$ cat src/rtl/pipe_stage_reg.sv
// rtl/pipe_stage_reg.sv - elastic valid/ready pipeline-stage register with optional 2-entry skid and flush
module pipe_stage_reg #(
    parameter int              DW         = 64,
    parameter int              SKID       = 1,
    parameter logic [DW-1:0]   CTRL_MASK  = {DW{1'b1}},
    parameter logic [DW-1:0]   BUBBLE_VAL = {DW{1'b0}}
) (
    input  logic          clk,
    input  logic          rst,
    input  logic          flush,
    input  logic          in_valid,
    output logic          in_ready,
    input  logic [DW-1:0] in_data,
    output logic          out_valid,
    input  logic          out_ready,
    output logic [DW-1:0] out_data,
    output logic [1:0]    occupancy
);

    // Occupancy doubles as the state encoding: number of entries held.
    typedef enum logic [1:0] {
        ST_EMPTY = 2'd0,
        ST_FULL  = 2'd1,
        ST_SKID  = 2'd2
    } state_t;

    localparam logic [1:0] OCC_MAX = (SKID != 0) ? 2'd2 : 2'd1;

    state_t        state_q, state_d;
    logic [DW-1:0] main_q, main_d;
    logic [DW-1:0] skid_q, skid_d;
    logic          accept;
    logic          drain;

    // Masked control bits take the bubble value, unmasked bits keep their last value.
    function automatic logic [DW-1:0] to_bubble(input logic [DW-1:0] v);
        return (v & ~CTRL_MASK) | (BUBBLE_VAL & CTRL_MASK);
    endfunction

    assign out_valid = (state_q != ST_EMPTY);
    assign out_data  = main_q;
    assign occupancy = state_q;
    assign accept    = in_valid & in_ready;
    assign drain     = out_valid & out_ready;

    // Ready: registered-only with skid; single-register mode passes out_ready through.
    always_comb begin
        in_ready = 1'b0;
        if (SKID != 0) begin
            in_ready = (state_q != ST_SKID) & ~rst;
        end else begin
            in_ready = ((state_q == ST_EMPTY) | out_ready) & ~rst;
        end
    end

    // Next-state: flush wins over the handshake; otherwise move entries FIFO-style.
    always_comb begin
        state_d = state_q;
        main_d  = main_q;
        skid_d  = skid_q;
        if (flush) begin
            state_d = ST_EMPTY;
            main_d  = to_bubble(main_q);
            skid_d  = '0;
        end else begin
            case (state_q)
                ST_EMPTY: begin
                    if (accept) begin
                        state_d = ST_FULL;
                        main_d  = in_data;
                    end
                end
                ST_FULL: begin
                    if (accept && drain) begin
                        main_d = in_data;
                    end else if (accept && (SKID != 0)) begin
                        state_d = ST_SKID;
                        skid_d  = in_data;
                    end else if (drain) begin
                        state_d = ST_EMPTY;
                        main_d  = to_bubble(main_q);
                    end
                end
                ST_SKID: begin
                    if (drain) begin
                        state_d = ST_FULL;
                        main_d  = skid_q;
                        skid_d  = '0;
                    end
                end
                default: begin
                    state_d = ST_EMPTY;
                    main_d  = to_bubble(main_q);
                    skid_d  = '0;
                end
            endcase
        end
    end

    // State register; reset leaves an empty bubble with unmasked bits zeroed.
    always_ff @(posedge clk) begin
        if (rst) begin
            state_q <= ST_EMPTY;
            main_q  <= BUBBLE_VAL & CTRL_MASK;
            skid_q  <= '0;
        end else begin
            state_q <= state_d;
            main_q  <= main_d;
            skid_q  <= skid_d;
        end
    end

    // Entry count must stay within the configured depth.
    always_ff @(posedge clk) begin
        if (!rst) begin
            assert (occupancy <= OCC_MAX);
        end
    end

endmodule

$ cat config.mk
export PLATFORM = sky130hd
export DESIGN_NAME = pipe_stage_reg
export DESIGN_NICKNAME = d
export VERILOG_FILES = /design/src/rtl/pipe_stage_reg.sv
export SDC_FILE = /design/constraint.sdc
export NUM_CORES = 1
export LEC_CHECK = 0
export ABC_CLOCK_PERIOD_IN_PS = 4650
export BUFFER_PORTS_ARGS = -buffer_cell sky130_fd_sc_hd__buf_2
export CAP_MARGIN = 20
export CORE_MARGIN = 10
export CORE_UTILIZATION = 43
export DETAILED_ROUTE_END_ITERATION = 12
export PLACE_DENSITY = 0.65
export SLEW_MARGIN = 20
export SYNTH_ARGS = -nofsm -noshare
export SYNTH_HDL_FRONTEND = slang
export SYNTH_SLANG_ARGS = --single-unit
$ cat constraint.sdc
create_clock -name clk -period 4.65 [get_ports clk]
set_clock_uncertainty 0.15 [all_clocks]
set_input_delay 0.93 -clock clk [delete_from_list [all_inputs] [get_ports clk]]
set_output_delay 0.93 -clock clk [all_outputs]
set_load 0.02 [all_outputs]
==> summary.txt, run 1 <==
Setup-failing EPs final -> 0
share of layout cells above drive strength 1 -> 0.262
r2r endpoint -> out_data[11]
Leak -> 0.00283 uW
CTS tree -> yes
drt total wl -> 16500 um
YS warnings -> 0
hpwl dp -> 10800 um
syn_nets -> 736
DR DRC count -> 0
Worst VDD drop -> 0.225 mV
Final Cell Area -> 0.00767 mm2
# port buffers -> 136
hold path start -> skid_q[43]
CTS buffer count -> 17
Ports -> 137
postcts setup bufs -> 0
Slew @ Worst Pin -> 0.917 ns
setup ws final -> 1.53 ns
crit path DAT -> 2.04 ns
hold path cells -> 2
GRT overflow -> 0
fin util -> 0.526
Initial Utilization -> 0.440
wire per inst -> 17.2 um
FF+latch area -> 0.00261 mm2
wire length of the first global-routing pass -> 27000 um
# rows -> 44
vias in the first global route -> 5296
CTS clock-pin slew for the worst setup and hold paths -> 0.05 ns
critical path required time -> 3.57 ns
total clock sinks -> 130
status -> complete, no violations
Buf+Inv Stages, Crit Path -> 2
Worst R2R Start -> occupancy[0]
# diodes -> 0
pin count of the biggest net entering global routing -> 69
worst setup path class -> register to output pin
Hold Path Class -> register to register
slowest stage cell on the critical path -> dfxtp_2
Core ar. -> 0.0146 mm2
RSZ-0062 raised after global routing -> no
Worst Reg2Reg Path Length in Cells -> 6
sequential element share of the synthesized area -> 0.405
Max-slew headroom -> 0.389
DR vias/cell -> 5.47
max-slew violations -> 0
area of the multi-input gates -> 0.00348 mm2
Tcrit/Tclk final -> 0.671
routed vias -> 5245
synthesized area -> 0.00643 mm2
delay-heaviest family, CP -> flip-flops
reg2reg setup slack -> 1.65 ns
fin nets -> 832
TritonRoute pass-1 iters -> 5
Routability Congestion -> 0.750
CTS H-tree lvls -> 4
ANT nets after route -> 0
Peak Freq -> 320 MHz
synthesized instance count -> 667
CP endpoint kind -> output pin
fillers -> 1318
total power -> 2780 uW
library cells used by synthesis -> 24
area delta synth->final -> 19.4%
Final min period -> 3.12 ns
gr usage total -> 0.162
total die area -> 0.0202 mm2
CTS Buffer Depth -> 2
crit-path max FO -> 39
cts hold-fix bufs -> 0
Hold Path End -> skid_q[43]
Post-Place Cell Area -> 0.00706 mm2
CP Depth -> 2
Hold Vio Cnt, Final -> 0
die width -> 142 um
synthesis-stage register bit count -> 130
clock root cell -> clkbuf_16
number of DRC markers in iteration 0 -> 277
PD cells -> 362 mW/mm2
DP Worst Slack -> 1.54 ns
PostCTS Resize Cnt -> 0
DIE HEIGHT -> 142 um
Startpoint Class -> register
antenna violations before repair -> 0
CP max stage delay -> 0.82 ns
Max Cap Viol -> 0
clk_lat worst skew -> 0.41 ns
syn avg cell area -> 9.63 um2
CP cell instances -> buf_4, buf_2
setup TNS -> 0 ns
-- routing by layer --
layer | track usage | wire length [um]
met5 | 0 | 0
met1 | 0.187 | 7100
met3 | 0.0444 | 855
met4 | 0.0624 | 270
met2 | 0.278 | 8290
-- power breakdown --
group          total (uW)  internal, uW  switching (uW)
registers            1150          1130            17.0
clock network        1330           840             487
logic                 304           118             186
-- sequential cells by signal (all words and copies together) (netlist names) --
name       count
occupancy      2
skid_q        64
out_data      64
-- Yosys cell counts --
| cell | count | share of area |
|---|---|---|
| and2_1 | 64 | 0.062 |
| buf_6 | 7 | 0.012 |
| buf_2 | 16 | 0.012 |
| nor2b_1 | 2 | 0.0019 |
| mux2i_1 | 129 | 0.20 |
| nor3b_1 | 2 | 0.0023 |
| dfxtp_1 | 130 | 0.40 |
| and3b_1 | 1 | 0.0014 |
| nor2_1 | 131 | 0.077 |
| a211o_1 | 1 | 0.0014 |
| and4bb_2 | 1 | 0.0019 |
| a21oi_1 | 3 | 0.0023 |
| nor4b_1 | 1 | 0.0014 |
| a22oi_2 | 20 | 0.039 |
| a22o_1 | 1 | 0.0014 |
| clkbuf_1 | 29 | 0.017 |
| buf_4 | 11 | 0.013 |
| or3b_1 | 1 | 0.0014 |
| buf_1 | 4 | 0.0023 |
| or2_2 | 2 | 0.0019 |
| o22a_1 | 2 | 0.0027 |
| o2bb2ai_1 | 64 | 0.087 |
| nor3_1 | 1 | 0.00078 |
| a22oi_1 | 44 | 0.051 |
-- how the worst max path moves through the flow --
stage	start	end	slack, ns
finish	occupancy[0]	occupancy[0]	1.53
global route	occupancy[0]	occupancy[0]	1.40
CTS	occupancy[0]	occupancy[0]	1.48
detailed placement	in_valid	out_data[42]	1.54
global placement	out_ready	out_data[4]	1.64
floorplan	occupancy[0]	out_valid	2.13
-- kinds of logic (layout without fill, tap and decap cells) --
family,after synthesis,count (layout),share of synthesized area
compound gates,135,135,0.185
buf+inv,67,175,0.0569
flops,130,130,0.405
mux,129,129,0.201
simple gates,206,206,0.152
-- layout by cell type, fill, tap and decap left out, types with 2 or more instances in the layout --
| cell type | instances |
|---|---|
| clkinvlp_4 | 4 |
| buf_4 | 6 |
| buf_2 | 136 |
| and2_1 | 64 |
| o2bb2ai_1 | 64 |
| a22oi_2 | 20 |
| dfxtp_1 | 128 |
| nor2_1 | 131 |
| clkbuf_16 | 17 |
| buf_12 | 2 |
| mux2i_1 | 129 |
| clkinv_2 | 3 |
| a21oi_1 | 3 |
| clkbuf_8 | 4 |
| nor3b_1 | 2 |
| a22oi_1 | 44 |
| bufinv_16 | 2 |
-- worst register-to-register path: stages, from the launching register on --
cell     delay, ns
dfxtp_2       0.82
buf_4         0.54
a21oi_1       0.12
a22o_2        0.51
buf_4         0.39
a22oi_1       0.29
nor2_1        0.06
-- layout make-up --
type	count	share of cell area
clock buffers	22	0.0631
clock inverters	9	0.0137
multi-input cells	470	0.454
flip-flops and latches	130	0.340
well taps	184	0.0300
repair buffers	144	0.0998
-- stage by stage --
stage | hold slack, ns | instances
final | 0.341 | 959
after global routing | 0.365 | 959
after CTS | 0.349 | 958
after detailed placement | 0.336 | 927
after global placement | 0.322 | 927
after floorplan | 0.310 | 667
Power figures use the tool's default switching activity.
==> run 2: changes to the inputs <==
--- a/config.mk
+++ b/config.mk
@@ -5,7 +5,7 @@
 export SDC_FILE = /design/constraint.sdc
 export NUM_CORES = 1
 export LEC_CHECK = 0
-export ABC_CLOCK_PERIOD_IN_PS = 4650
+export ABC_CLOCK_PERIOD_IN_PS = 3200
 export BUFFER_PORTS_ARGS = -buffer_cell sky130_fd_sc_hd__buf_2
 export CAP_MARGIN = 20
 export CORE_MARGIN = 10
==> constraint.sdc (replaced) <==
create_clock -name clk -period 3.2 [get_ports clk]
set_clock_uncertainty 0.15 [all_clocks]
set_input_delay 0.64 -clock clk [delete_from_list [all_inputs] [get_ports clk]]
set_output_delay 0.64 -clock clk [all_outputs]
set_load 0.02 [all_outputs]
==> run 2 against run 1 <==
  * Highest routed layer unchanged
  * Critical path depth is the same
  * Global-route usage grew 0.63 points
  * Largest power group unchanged
  * Setup slack lost 1.0 ns
  * Worst hold slack is essentially flat
  * Non-clock buffer count grew 3
  * Wire length grew 3.9%
  * Sequential power grew 44%
==> summary.txt, run 2 (synthesis results as in run 1) <==
Slew @ Worst Pin -> 0.755 ns
gr usage total -> 0.168
Final min period -> 2.71 ns
antenna violations before repair -> 0
routed vias -> 5253
die width -> 142 um
most frequent cells in the layout -> buf_2 (136), nor2_1 (131), mux2i_1 (129), dfxtp_1 (128)
wire length of the first global-routing pass -> 27700 um
DR DRC count -> 0
total die area -> 0.0202 mm2
Max Cap Viol -> 0
Routability Congestion -> 0.774
CTS Buffer Depth -> 2
Max-slew headroom -> 0.497
CTS tree -> yes
PD cells -> 532 mW/mm2
postcts setup bufs -> 0
hpwl dp -> 10900 um
max-slew violations -> 0
status -> complete, no violations
Final Cell Area -> 0.00777 mm2
Initial Utilization -> 0.440
fin nets -> 835
clock root cell -> clkbuf_16
# port buffers -> 136
CTS buffer count -> 17
Setup-failing EPs final -> 0
wire per inst -> 17.8 um
crit path DAT -> 1.92 ns
# rows -> 44
commonest non-fill, non-tap cell in the layout -> buf_2
Hold Path Class -> register to register
pin count of the biggest net entering global routing -> 69
DIE HEIGHT -> 142 um
TritonRoute pass-1 iters -> 4
drt total wl -> 17200 um
Ports -> 137
share of layout cells above drive strength 1 -> 0.267
critical path required time -> 2.41 ns
RSZ-0062 raised after global routing -> no
ANT nets after route -> 0
Leak -> 0.00289 uW
Peak Freq -> 369 MHz
vias in the first global route -> 5425
total clock sinks -> 130
CTS clock-pin slew for the worst setup and hold paths -> 0.05 ns
area delta synth->final -> 21.0%
clk_lat worst skew -> 0.41 ns
worst setup path class -> register to output pin
GRT overflow -> 0
CTS H-tree lvls -> 4
Startpoint Class -> register
Tcrit/Tclk final -> 0.848
PostCTS Resize Cnt -> 0
fillers -> 1320
crit-path max FO -> 36
Post-Place Cell Area -> 0.00714 mm2
Worst VDD drop -> 0.313 mV
Core ar. -> 0.0146 mm2
DR vias/cell -> 5.45
CP endpoint kind -> output pin
number of DRC markers in iteration 0 -> 240
Hold Vio Cnt, Final -> 0
setup TNS -> 0 ns
cts hold-fix bufs -> 0
==> run 2: cell type report <==
class	instances	area [um2]	share of cell area
diodes	1	2.50	0.000322
flip-flops and latches	130	2610	0.335
clock inverters	8	95.1	0.0122
multi-input cells	470	3480	0.448
repair buffers	147	826	0.106
well taps	184	230	0.0296
clock buffers	24	533	0.0686
==> run 2: critical path, stage by stage, from the launching register on <==
cell and delay, ns:
dfxtp_4 0.72, buf_4 0.50, buf_2 0.25
==> run 2: worst paths after layout <==
path / from / end / slack (ns) / cells past startpoint
hold / removal: skid_q[7] / skid_q[7] / 0.34 / 2
setup reg to reg: occupancy[1] / out_data[36] / 0.92 / 4
setup / recovery: occupancy[1] / occupancy[1] / 0.49 / 2
hold reg to reg: skid_q[7] / skid_q[7] / 0.34 / 2
==> run 2: per-layer routing <==
metal	global-route usage	routed length, um	vias up
met1	0.189	7300	2558
met5	0	0	-
met2	0.295	8860	105
met4	0.0678	163	0
met3	0.0441	830	12
li1	-	-	2578
==> run 2: where the power goes <==
group | internal [uW] | switching (uW) | leakage (uW)
sequential | 1640 | 19.5 | 0.00105
clock | 1310 | 699 | 0.000309
combinational | 180 | 281 | 0.00153
total | 3140 | 1000 | 0.00289
==> run 2: metrics by stage <==
stage          hold slack [ns]  utilization  std cells  setup slack, ns  power [uW]
2_1_floorplan            0.310            -        667            0.968        2020
3_5_place_dp             0.335        0.490        931            0.658        2160
3_3_place_gp             0.322        0.490        931            0.690        2150
6_report                 0.341        0.533        964            0.488        4140
4_1_cts                  0.348        0.533        963            0.453        4190
5_1_grt                  0.370        0.533        963            0.410        4300
==> run 3: changes to the inputs <==
--- a/config.mk
+++ b/config.mk
@@ -5,13 +5,13 @@
 export SDC_FILE = /design/constraint.sdc
 export NUM_CORES = 1
 export LEC_CHECK = 0
-export ABC_CLOCK_PERIOD_IN_PS = 3200
+export ABC_CLOCK_PERIOD_IN_PS = 2200
 export BUFFER_PORTS_ARGS = -buffer_cell sky130_fd_sc_hd__buf_2
 export CAP_MARGIN = 20
 export CORE_MARGIN = 10
 export CORE_UTILIZATION = 43
 export DETAILED_ROUTE_END_ITERATION = 12
-export PLACE_DENSITY = 0.65
+export PLACE_DENSITY = 0.68
 export SLEW_MARGIN = 20
 export SYNTH_ARGS = -nofsm -noshare
 export SYNTH_HDL_FRONTEND = slang
==> constraint.sdc (replaced) <==
create_clock -name clk -period 2.2 [get_ports clk]
set_clock_uncertainty 0.15 [all_clocks]
set_input_delay 0.44 -clock clk [delete_from_list [all_inputs] [get_ports clk]]
set_output_delay 0.44 -clock clk [all_outputs]
set_load 0.02 [all_outputs]
==> run 3 against run 2 <==
  * Worst hold slack got worse by 0.15 ns
  * Sequential power up 46%
  * Register-to-register slack got worse by 0.58 ns
  * Via count is 0.11% higher
==> summary.txt, run 3 (synthesis results as in run 1) <==
TritonRoute pass-1 iters -> 5
CP max stage delay -> 0.41 ns
most frequent cells in the layout -> buf_2 (136), nor2_1 (131), mux2i_1 (129), dfxtp_1 (128)
wire length of the first global-routing pass -> 27700 um
Setup-failing EPs final -> 0
Tcrit/Tclk final -> 0.964
number of DRC markers in iteration 0 -> 245
worst setup path class -> register to output pin
Hold Vio Cnt, Final -> 0
vias in the first global route -> 5502
area delta synth->final -> 20.6%
critical path required time -> 1.61 ns
cell internal pwr -> 4230 uW
fin nets -> 840
Worst VDD drop -> 0.544 mV
status -> complete, no violations
DR vias/cell -> 5.44
CTS H-tree lvls -> 4
power share of the clock group -> 0.451
Routability Congestion -> 0.751
share of layout cells above drive strength 1 -> 0.266
CP cell instances -> buf_12, or2_2, buf_2
max-slew violations -> 0
antenna violations before repair -> 1
GRT overflow -> 0
Gate power share -> 0.121
DR DRC count -> 0
DIE HEIGHT -> 142 um
drt total wl -> 16900 um
Max-slew headroom -> 0.621
Buf+Inv Stages, Crit Path -> 2
postcts setup bufs -> 0
CTS clock-pin slew for the worst setup and hold paths -> 0.05 ns
cts hold-fix bufs -> 0
RSZ-0062 raised after global routing -> no
crit path DAT -> 1.53 ns
CTS Buffer Depth -> 2
pin count of the biggest net entering global routing -> 66
Peak Freq -> 471 MHz
Ports -> 137
PostCTS Resize Cnt -> 0
crit-path max FO -> 40
routed vias -> 5259
Max Cap Viol -> 0
clk_lat worst skew -> 0.41 ns
total clock sinks -> 130
Slew @ Worst Pin -> 0.568 ns
Core ar. -> 0.0146 mm2
CP endpoint kind -> output pin
ANT nets after route -> 0
Final min period -> 2.12 ns
switching pwr -> 1420 uW
clock root cell -> clkbuf_16
Leak -> 0.00288 uW
PD cells -> 729 mW/mm2
CTS buffer count -> 17
slowest stage cell on the critical path -> dfxtp_4
Startpoint Class -> register
worst hold slack -> 0.193 ns
commonest non-fill, non-tap cell in the layout -> buf_2
Hold Path Class -> primary input to register
Seq pwr share -> 0.428
total die area -> 0.0202 mm2
# port buffers -> 136
die width -> 142 um
wire per inst -> 17.5 um
sw frac -> 0.251
CTS tree -> yes
delay-heaviest family, CP -> flip-flops
setup TNS -> 0 ns
hpwl dp -> 11300 um
gr usage total -> 0.166
# rows -> 44
Initial Utilization -> 0.440
run 3: cell count changes in the layout (fill, tap and decap cells not counted), sizes merged:
cell	delta
bufinv	-2
clkinvlp	-2
clkbuf	+1
inv	+1
buf	+5
run 3: power groups by stage:
| stage | Clock (uW) | Sequential [uW] | Combinational, uW |
|---|---|---|---|
| 6_report | 2550 | 2420 | 686 |
| 5_1_grt | 2720 | 2420 | 752 |
| 4_1_cts | 2610 | 2420 | 692 |
| 3_5_place_dp | 0 | 2470 | 688 |
| 3_3_place_gp | 0 | 2470 | 673 |
| 2_1_floorplan | 0 | 2500 | 426 |
run 3: worst register-to-register path, cell delays in order (launching register included):
cell	delay, ns
dfxtp_2	0.40
or3b_1	0.39
a22o_2	0.27
buf_4	0.24
a22oi_1	0.23
nor2_1	0.06
run 3: through the flow:
step                       util  cells  power (uW)  instance area, um2  worst slack (ns)
after CTS                 0.531    966        5720                7750            0.0543
after detailed placement  0.495    936        3160                7220             0.186
final                     0.531    967        5650                7750            0.0781
after floorplan               -    667        2930                6430             0.168
after global routing      0.531    966        5900                7750           0.00421
after global placement    0.495    936        3140                7220             0.233
run 3: area by class of cell:
cell class              count  area (um2)
fillers                  1326        6840
multi-input cells         470        3480
flip-flops and latches    130        2610
repair buffers            152         901
clock buffers              25         505
well taps                 184         230
clock inverters             5        26.3
diodes                      1        2.50
run 3: layer usage:
layer / vias to the layer above / GRT usage / share of wire
met5: - / 0 / 0
met4: 0 / 0.0581 / 0.015
li1: 2594 / - / -
met2: 120 / 0.291 / 0.51
met1: 2527 / 0.185 / 0.42
met3: 18 / 0.0524 / 0.054
run 3: path summary, 6_finish.rpt:
| check | start | end | slack [ns] | cells after the start |
|---|---|---|---|---|
| worst min-delay path | out_ready | occupancy[1] | 0.19 | 2 |
| worst max register to register | occupancy[0] | out_data[47] | 0.34 | 5 |
| worst max-delay path | occupancy[1] | out_valid | 0.08 | 3 |
| worst min register to register | skid_q[49] | skid_q[49] | 0.34 | 2 |
